<file path="config.mk">
export PLATFORM = sky130hd
export DESIGN_NAME = branch_resolve_unit
export DESIGN_NICKNAME = d
export VERILOG_FILES = /design/src/rtl/branch_resolve_unit.sv
export SDC_FILE = /design/constraint.sdc
export NUM_CORES = 1
export LEC_CHECK = 0
export ABC_CLOCK_PERIOD_IN_PS = 2720
export BUFFER_PORTS_ARGS = -buffer_cell sky130_fd_sc_hd__clkbuf_2
export CAP_MARGIN = 30
export CELL_PAD_IN_SITES_DETAIL_PLACEMENT = 1
export CELL_PAD_IN_SITES_GLOBAL_PLACEMENT = 2
export CORE_UTILIZATION = 37
export CTS_BUF_LIST = sky130_fd_sc_hd__clkbuf_4 sky130_fd_sc_hd__clkbuf_8 sky130_fd_sc_hd__clkbuf_16
export DETAILED_ROUTE_END_ITERATION = 12
export HOLD_SLACK_MARGIN = 0.12
export PLACE_DENSITY = 0.87
export SLEW_MARGIN = 20
export SYNTH_ARGS = -nofsm -noshare
export SYNTH_HDL_FRONTEND = slang
export SYNTH_SLANG_ARGS = --single-unit
export TNS_END_PERCENT = 5
</file>
<file path="constraint.sdc">
create_clock -name i_clk -period 2.72 [get_ports i_clk]
set_input_delay 0 -clock i_clk [delete_from_list [all_inputs] [get_ports i_clk]]
set_output_delay 0 -clock i_clk [all_outputs]
set_load 0.01 [all_outputs]
</file>
<file path="src/rtl/branch_resolve_unit.sv">
// Branch resolve unit: queues predicted conditional branches and flushes on mispredict.
// Optional statistics counters are compiled in with `define BRU_STATS_EN.
module branch_resolve_unit #(
    parameter int DEPTH = 4
) (
    input  logic        i_clk,
    input  logic        i_rst,
    input  logic        i_br_push,
    input  logic [2:0]  i_br_push_cond,
    input  logic        i_br_push_pred_taken,
    input  logic [9:0]  i_br_push_tgt_addr,
    input  logic [9:0]  i_br_push_fall_addr,
    input  logic        i_br_resolve,
    input  logic        i_br_c_flag,
    input  logic        i_br_z_flag,
    output logic        o_br_flush,
    output logic [9:0]  o_br_redirect_addr,
    output logic        o_br_full,
    output logic        o_br_empty,
    output logic        o_br_overflow,
    output logic [15:0] o_br_resolved_cnt,
    output logic [15:0] o_br_miss_cnt
);

    localparam int PTR_W = (DEPTH > 1) ? $clog2(DEPTH) : 1;
    localparam int CNT_W = $clog2(DEPTH) + 1;

    localparam logic [2:0] COND_BREQ = 3'b010;
    localparam logic [2:0] COND_BRNE = 3'b011;
    localparam logic [2:0] COND_BRCS = 3'b100;
    localparam logic [2:0] COND_BRCC = 3'b101;

    logic [2:0]       r_cond [DEPTH];
    logic             r_pred [DEPTH];
    logic [9:0]       r_tgt  [DEPTH];
    logic [9:0]       r_fall [DEPTH];

    logic [PTR_W-1:0] r_wr_ptr;
    logic [PTR_W-1:0] r_rd_ptr;
    logic [CNT_W-1:0] r_count;
    logic             r_flush;
    logic [9:0]       r_redirect;
    logic             r_overflow;

    logic             w_legal;
    logic             w_full;
    logic             w_empty;
    logic             w_resolve_valid;
    logic             w_actual_taken;
    logic             w_mispredict;
    logic             w_push_req;
    logic             w_push_accept;
    logic             w_push_drop;

    assign w_full  = (r_count == CNT_W'(DEPTH));
    assign w_empty = (r_count == '0);

    always_comb begin
        w_legal = 1'b0;
        case (i_br_push_cond)
            COND_BREQ, COND_BRNE, COND_BRCS, COND_BRCC: w_legal = 1'b1;
            default:                                    w_legal = 1'b0;
        endcase
    end

    always_comb begin
        w_actual_taken = 1'b0;
        case (r_cond[r_rd_ptr])
            COND_BREQ: w_actual_taken = i_br_z_flag;
            COND_BRNE: w_actual_taken = ~i_br_z_flag;
            COND_BRCS: w_actual_taken = i_br_c_flag;
            COND_BRCC: w_actual_taken = ~i_br_c_flag;
            default:   w_actual_taken = 1'b0;
        endcase
    end

    // Resolves and pushes seen while a flush is in progress belong to the wrong path.
    assign w_resolve_valid = i_br_resolve & ~r_flush & ~w_empty;
    assign w_mispredict    = w_resolve_valid & (w_actual_taken != r_pred[r_rd_ptr]);
    assign w_push_req      = i_br_push & w_legal & ~r_flush & ~w_mispredict;
    assign w_push_accept   = w_push_req & (~w_full | w_resolve_valid);
    assign w_push_drop     = w_push_req & w_full & ~w_resolve_valid;

    always_ff @(posedge i_clk) begin
        if (w_push_accept) begin
            r_cond[r_wr_ptr] <= i_br_push_cond;
            r_pred[r_wr_ptr] <= i_br_push_pred_taken;
            r_tgt[r_wr_ptr]  <= i_br_push_tgt_addr;
            r_fall[r_wr_ptr] <= i_br_push_fall_addr;
        end
    end

    always_ff @(posedge i_clk or posedge i_rst) begin
        if (i_rst) begin
            r_wr_ptr <= '0;
            r_rd_ptr <= '0;
            r_count  <= '0;
        end else if (w_mispredict) begin
            r_wr_ptr <= '0;
            r_rd_ptr <= '0;
            r_count  <= '0;
        end else begin
            if (w_push_accept) begin
                r_wr_ptr <= r_wr_ptr + PTR_W'(1);
            end
            if (w_resolve_valid) begin
                r_rd_ptr <= r_rd_ptr + PTR_W'(1);
            end
            case ({w_push_accept, w_resolve_valid})
                2'b10:   r_count <= r_count + CNT_W'(1);
                2'b01:   r_count <= r_count - CNT_W'(1);
                default: r_count <= r_count;
            endcase
        end
    end

    always_ff @(posedge i_clk or posedge i_rst) begin
        if (i_rst) begin
            r_flush    <= 1'b0;
            r_redirect <= '0;
            r_overflow <= 1'b0;
        end else begin
            r_flush <= w_mispredict;
            if (w_mispredict) begin
                r_redirect <= w_actual_taken ? r_tgt[r_rd_ptr] : r_fall[r_rd_ptr];
            end
            if (w_push_drop) begin
                r_overflow <= 1'b1;
            end
        end
    end

`ifdef BRU_STATS_EN
    logic [15:0] r_resolved_cnt;
    logic [15:0] r_miss_cnt;

    always_ff @(posedge i_clk or posedge i_rst) begin
        if (i_rst) begin
            r_resolved_cnt <= '0;
            r_miss_cnt     <= '0;
        end else begin
            if (w_resolve_valid && (r_resolved_cnt != 16'hFFFF)) begin
                r_resolved_cnt <= r_resolved_cnt + 16'd1;
            end
            if (w_mispredict && (r_miss_cnt != 16'hFFFF)) begin
                r_miss_cnt <= r_miss_cnt + 16'd1;
            end
        end
    end

    assign o_br_resolved_cnt = r_resolved_cnt;
    assign o_br_miss_cnt     = r_miss_cnt;
`else
    assign o_br_resolved_cnt = 16'h0000;
    assign o_br_miss_cnt     = 16'h0000;
`endif

    assign o_br_flush         = r_flush;
    assign o_br_redirect_addr = r_redirect;
    assign o_br_full          = w_full;
    assign o_br_empty         = w_empty;
    assign o_br_overflow      = r_overflow;

endmodule

</file>
==> flow_summary_export.csv <==
group,metric,value,unit
detailed_routing,drc,0,
clocking,htreeDepth,4,
critical_path,r2r.worst_path.cells,11,
die,dieArea,0.01411,mm^2
global_routing,grt_pass1_wl,18580,um
global_routing,grt_max_degree,25,
cells_and_area,n_antenna_cell,0,
global_routing,grt_pass1_vias,3339,
critical_path,crit_path_start_kind,"flop",
timing,timing.hold.ws,155.7,ps
global_routing,grt_usage,0.1789,
power_and_ir_drop,p_leak,2.349,nW
detailed_routing,antenna_left,0,
clocking,clock_path_buffers,2,
die,start_util,0.3795,
power_and_ir_drop,p_seq_frac,0.355,
die,num_rows,42,
outcome,violations,"setup timing",
placed_design,dp_hpwl,6960,um
synth,synthFlopType,"edfxtp_1",
detailed_routing,vias,3050,
critical_path,reg2reg_slack,-30,ps
die,die_w,118.8,um
clocking,clkSinkCount,115,
critical_path,reg2reg_from,"r_rd_ptr[1]",
critical_path,path_max_fanout,6,
power_and_ir_drop,pwr-share-clk,0.321,
hold_path,hold_path.class,"input port to flop",
clocking,path_clk_slew,60,ps
synth,seq_area_frac_synth,0.6655,
synth,synth_edf_count,96,
synth,avgSynthCellArea,16.17,um^2
synth,synth_largest_area_cell,"edfxtp_1",
die,coreArea,0.01330,mm^2
detailed_routing,drt-initial-drc-count,102,
critical_path,timing.rr.end,"r_count[2]",
critical_path,cp.required,3000,ps
cells_and_area,layout.nets,444,
power_and_ir_drop,swShare,0.3178,
synth,synth_area_leaders,"edfxtp_1 (57%), dfrtp_1 (9.4%), mux4_2 (8.9%)",
clocking,clk_latency,410,ps
clocking,cts_tree,"built",
hold_path,min_from,"i_br_resolve",
placed_design,place.gp.congestion,0.7209,
timing,rsz0062_at_grt,"yes",
outcome,status,"complete, but fails checks",
die,die_y,118.8,um
hold_path,min_delay_path_depth,3,
power_and_ir_drop,p_int,0.004669,W
power_and_ir_drop,p_sw,0.002175,W
cells_and_area,drive_gt1_frac,0.3365,
timing,hold_viol,0,
timing,clock_skew,6.981,ps
synth,synth.distinct_cells,50,
timing,fin_ws,-30.96,ps
synth,synthArstFlopShare,0.1652,
detailed_routing,vias_per_cell,5.100,
timing,worstMarginPinSlew,806.0,ps
power_and_ir_drop,powerDensity,1069,mW/mm^2
critical_path,crit_type,"flop to flop",
synth,synthMostInstantiatedCell,"edfxtp_1",
detailed_routing,avgRoutedWirePerCell,19.25,um
synth,yosys-top-cells-count,"edfxtp_1 (96), buf_4 (34), o22ai_1 (21), mux4_2 (20), dfrtp_1 (19)",
timing,fin_crit,2751,ps
timing,post-route-period-util,1.011,
detailed_routing,dr.pass1.iters,6,
synth,yosys_warnings,0,
clocking,cts_buffers,17,
timing,final-setup-viol-count,1,
placed_design,post_dp_cell_area,0.005484,mm^2
global_routing,overflow,0,
synth,synth_area,0.005046,mm^2
power_and_ir_drop,ir_drop,0.5692,mV
placed_design,io_buffers,43,
power_and_ir_drop,pwr-share-comb,0.324,
synth,syn_inst,312,
timing,drv_slew,0,
die,io_pins,76,
critical_path,critPathArrivalTime,3030,ps
timing,max_slew_margin,0.4621,
synth,yosysTopAreaCellShare,0.5713,
cells_and_area,fill_cells,1317,
job,maxCapViolCount,0,
critical_path,worst_setup_path_end_kind,"flop",
cells_and_area,syn_to_final_growth,26.90,%
global_routing,antenna_found_initial,0,
cells_and_area,finalInstanceArea,0.006404,mm^2
placed_design,dp_slack,-230.1,ps
hold_path,min_to,"o_br_overflow",
clocking,ctsRootBufferMaster,"clkbuf_16",
synth,ys_ff_latch,115,
detailed_routing,drt_wl_total,11510,um
timing,fmax,363.5,MHz
-- per-layer routing --
metal / vias up / wire, um / global-route usage
met5: - / 0 / 0
met4: 0 / 225 / 0.07832
met3: 23 / 650 / 0.04681
met2: 127 / 6246 / 0.3147
met1: 1546 / 4390 / 0.2039
li1: 1354 / - / -
-- critical path: stages (launching register included) --
cell and delay, ps:
dfrtp_2 450, buf_6 150, a32o_2 250, a221o_2 390
a21o_1 220, nand2_2 90, o21ai_2 60, fa_2 340
nand3b_1 210, and3_4 240, a31oi_4 130, o41ai_2 90
-- layout by cell type, fill, tap and decap left out, types with 7 or more instances in the layout --
cell type / instances
a21oi_1: 10
buf_4: 18
clkbuf_16: 17
clkbuf_2: 43
clkinv_2: 7
conb_1: 32
dfrtp_1: 18
dlygate4sd3_1: 26
edfxtp_1: 96
inv_1: 10
mux4_2: 20
nand2_1: 11
o22ai_1: 21
or3_1: 12
-- registers in the layout, indices dropped and copies added, names as in the netlist --
signal / count
r_wr_ptr: 2
r_rd_ptr: 2
o_br_overflow: 1
o_br_redirect_addr: 10
r_count: 3
r_tgt: 40
o_br_flush: 1
r_cond: 12
r_pred: 4
r_fall: 40
-- timing repair --
action | 4_1_cts | 5_1_grt
pin swaps | 5 | 5
hold endpoints to repair | 116 | 0
resized for setup | 7 | 5
setup endpoints to repair | 1 | 2
hold buffers | 26 | 0
buffers inserted | 2 | 2
-- layout make-up --
type                            instances  area (um^2)  area share
Sequential cell                       115         3359      0.5246
Clock inverter                         13        141.4     0.02208
Timing Repair Buffer                   92        701.9      0.1096
Clock buffer                           19        440.4     0.06878
Multi-Input combinational cell        173         1503      0.2347
Inverter                               10        37.54    0.005862
Tap cell                              176        220.2     0.03439
-- worst max path at each step --
stage	start	endpoint	slack (ps)	cells after the start
after CTS	r_rd_ptr[1]	r_count[2]	-40	11
after detailed placement	r_rd_ptr[1]	r_count[2]	-230	12
final	r_rd_ptr[1]	r_count[2]	-30	11
after global placement	r_rd_ptr[1]	r_count[2]	-50	11
after global routing	r_rd_ptr[1]	r_count[2]	-120	12
after floorplan	r_rd_ptr[1]	r_cond[0][0]	-280	7
-- kinds of logic (layout without fill, tap and decap cells) --
logic type | count (synthesis) | in the layout | synth area share
DFF | 115 | 115 | 0.6655
AOI/OAI and AO/OA | 55 | 55 | 0.08307
buffers and inverters | 55 | 134 | 0.07017
and+or+nand+nor | 48 | 48 | 0.05059
muxes | 26 | 26 | 0.1039
xor gates and xnor gates | 7 | 7 | 0.01215
adders and majority gates | 5 | 5 | 0.01389
other | 1 | 32 | 0.0007431
-- stage by stage --
step	cells	utilization	TNS, ps	power, W
2_1_floorplan	343	-	-27390	0.003844
5_1_grt	598	0.4816	-4826	0.007171
3_5_place_dp	536	0.4125	-230.1	0.004513
3_3_place_gp	536	0.4125	-52.14	0.004393
6_report	598	0.4816	-30.96	0.006844
4_1_cts	596	0.4782	-39.36	0.006831
-- power by group through the flow --
stage	clock network (W)	registers (W)	logic, W
floorplan	0	0.00242	0.00142
global placement	0	0.00243	0.00196
detailed placement	0	0.00246	0.00206
CTS	0.00223	0.00243	0.00217
global route	0.00229	0.00246	0.00242
finish	0.00219	0.00243	0.00222
(Power assumes the default switching activity.)
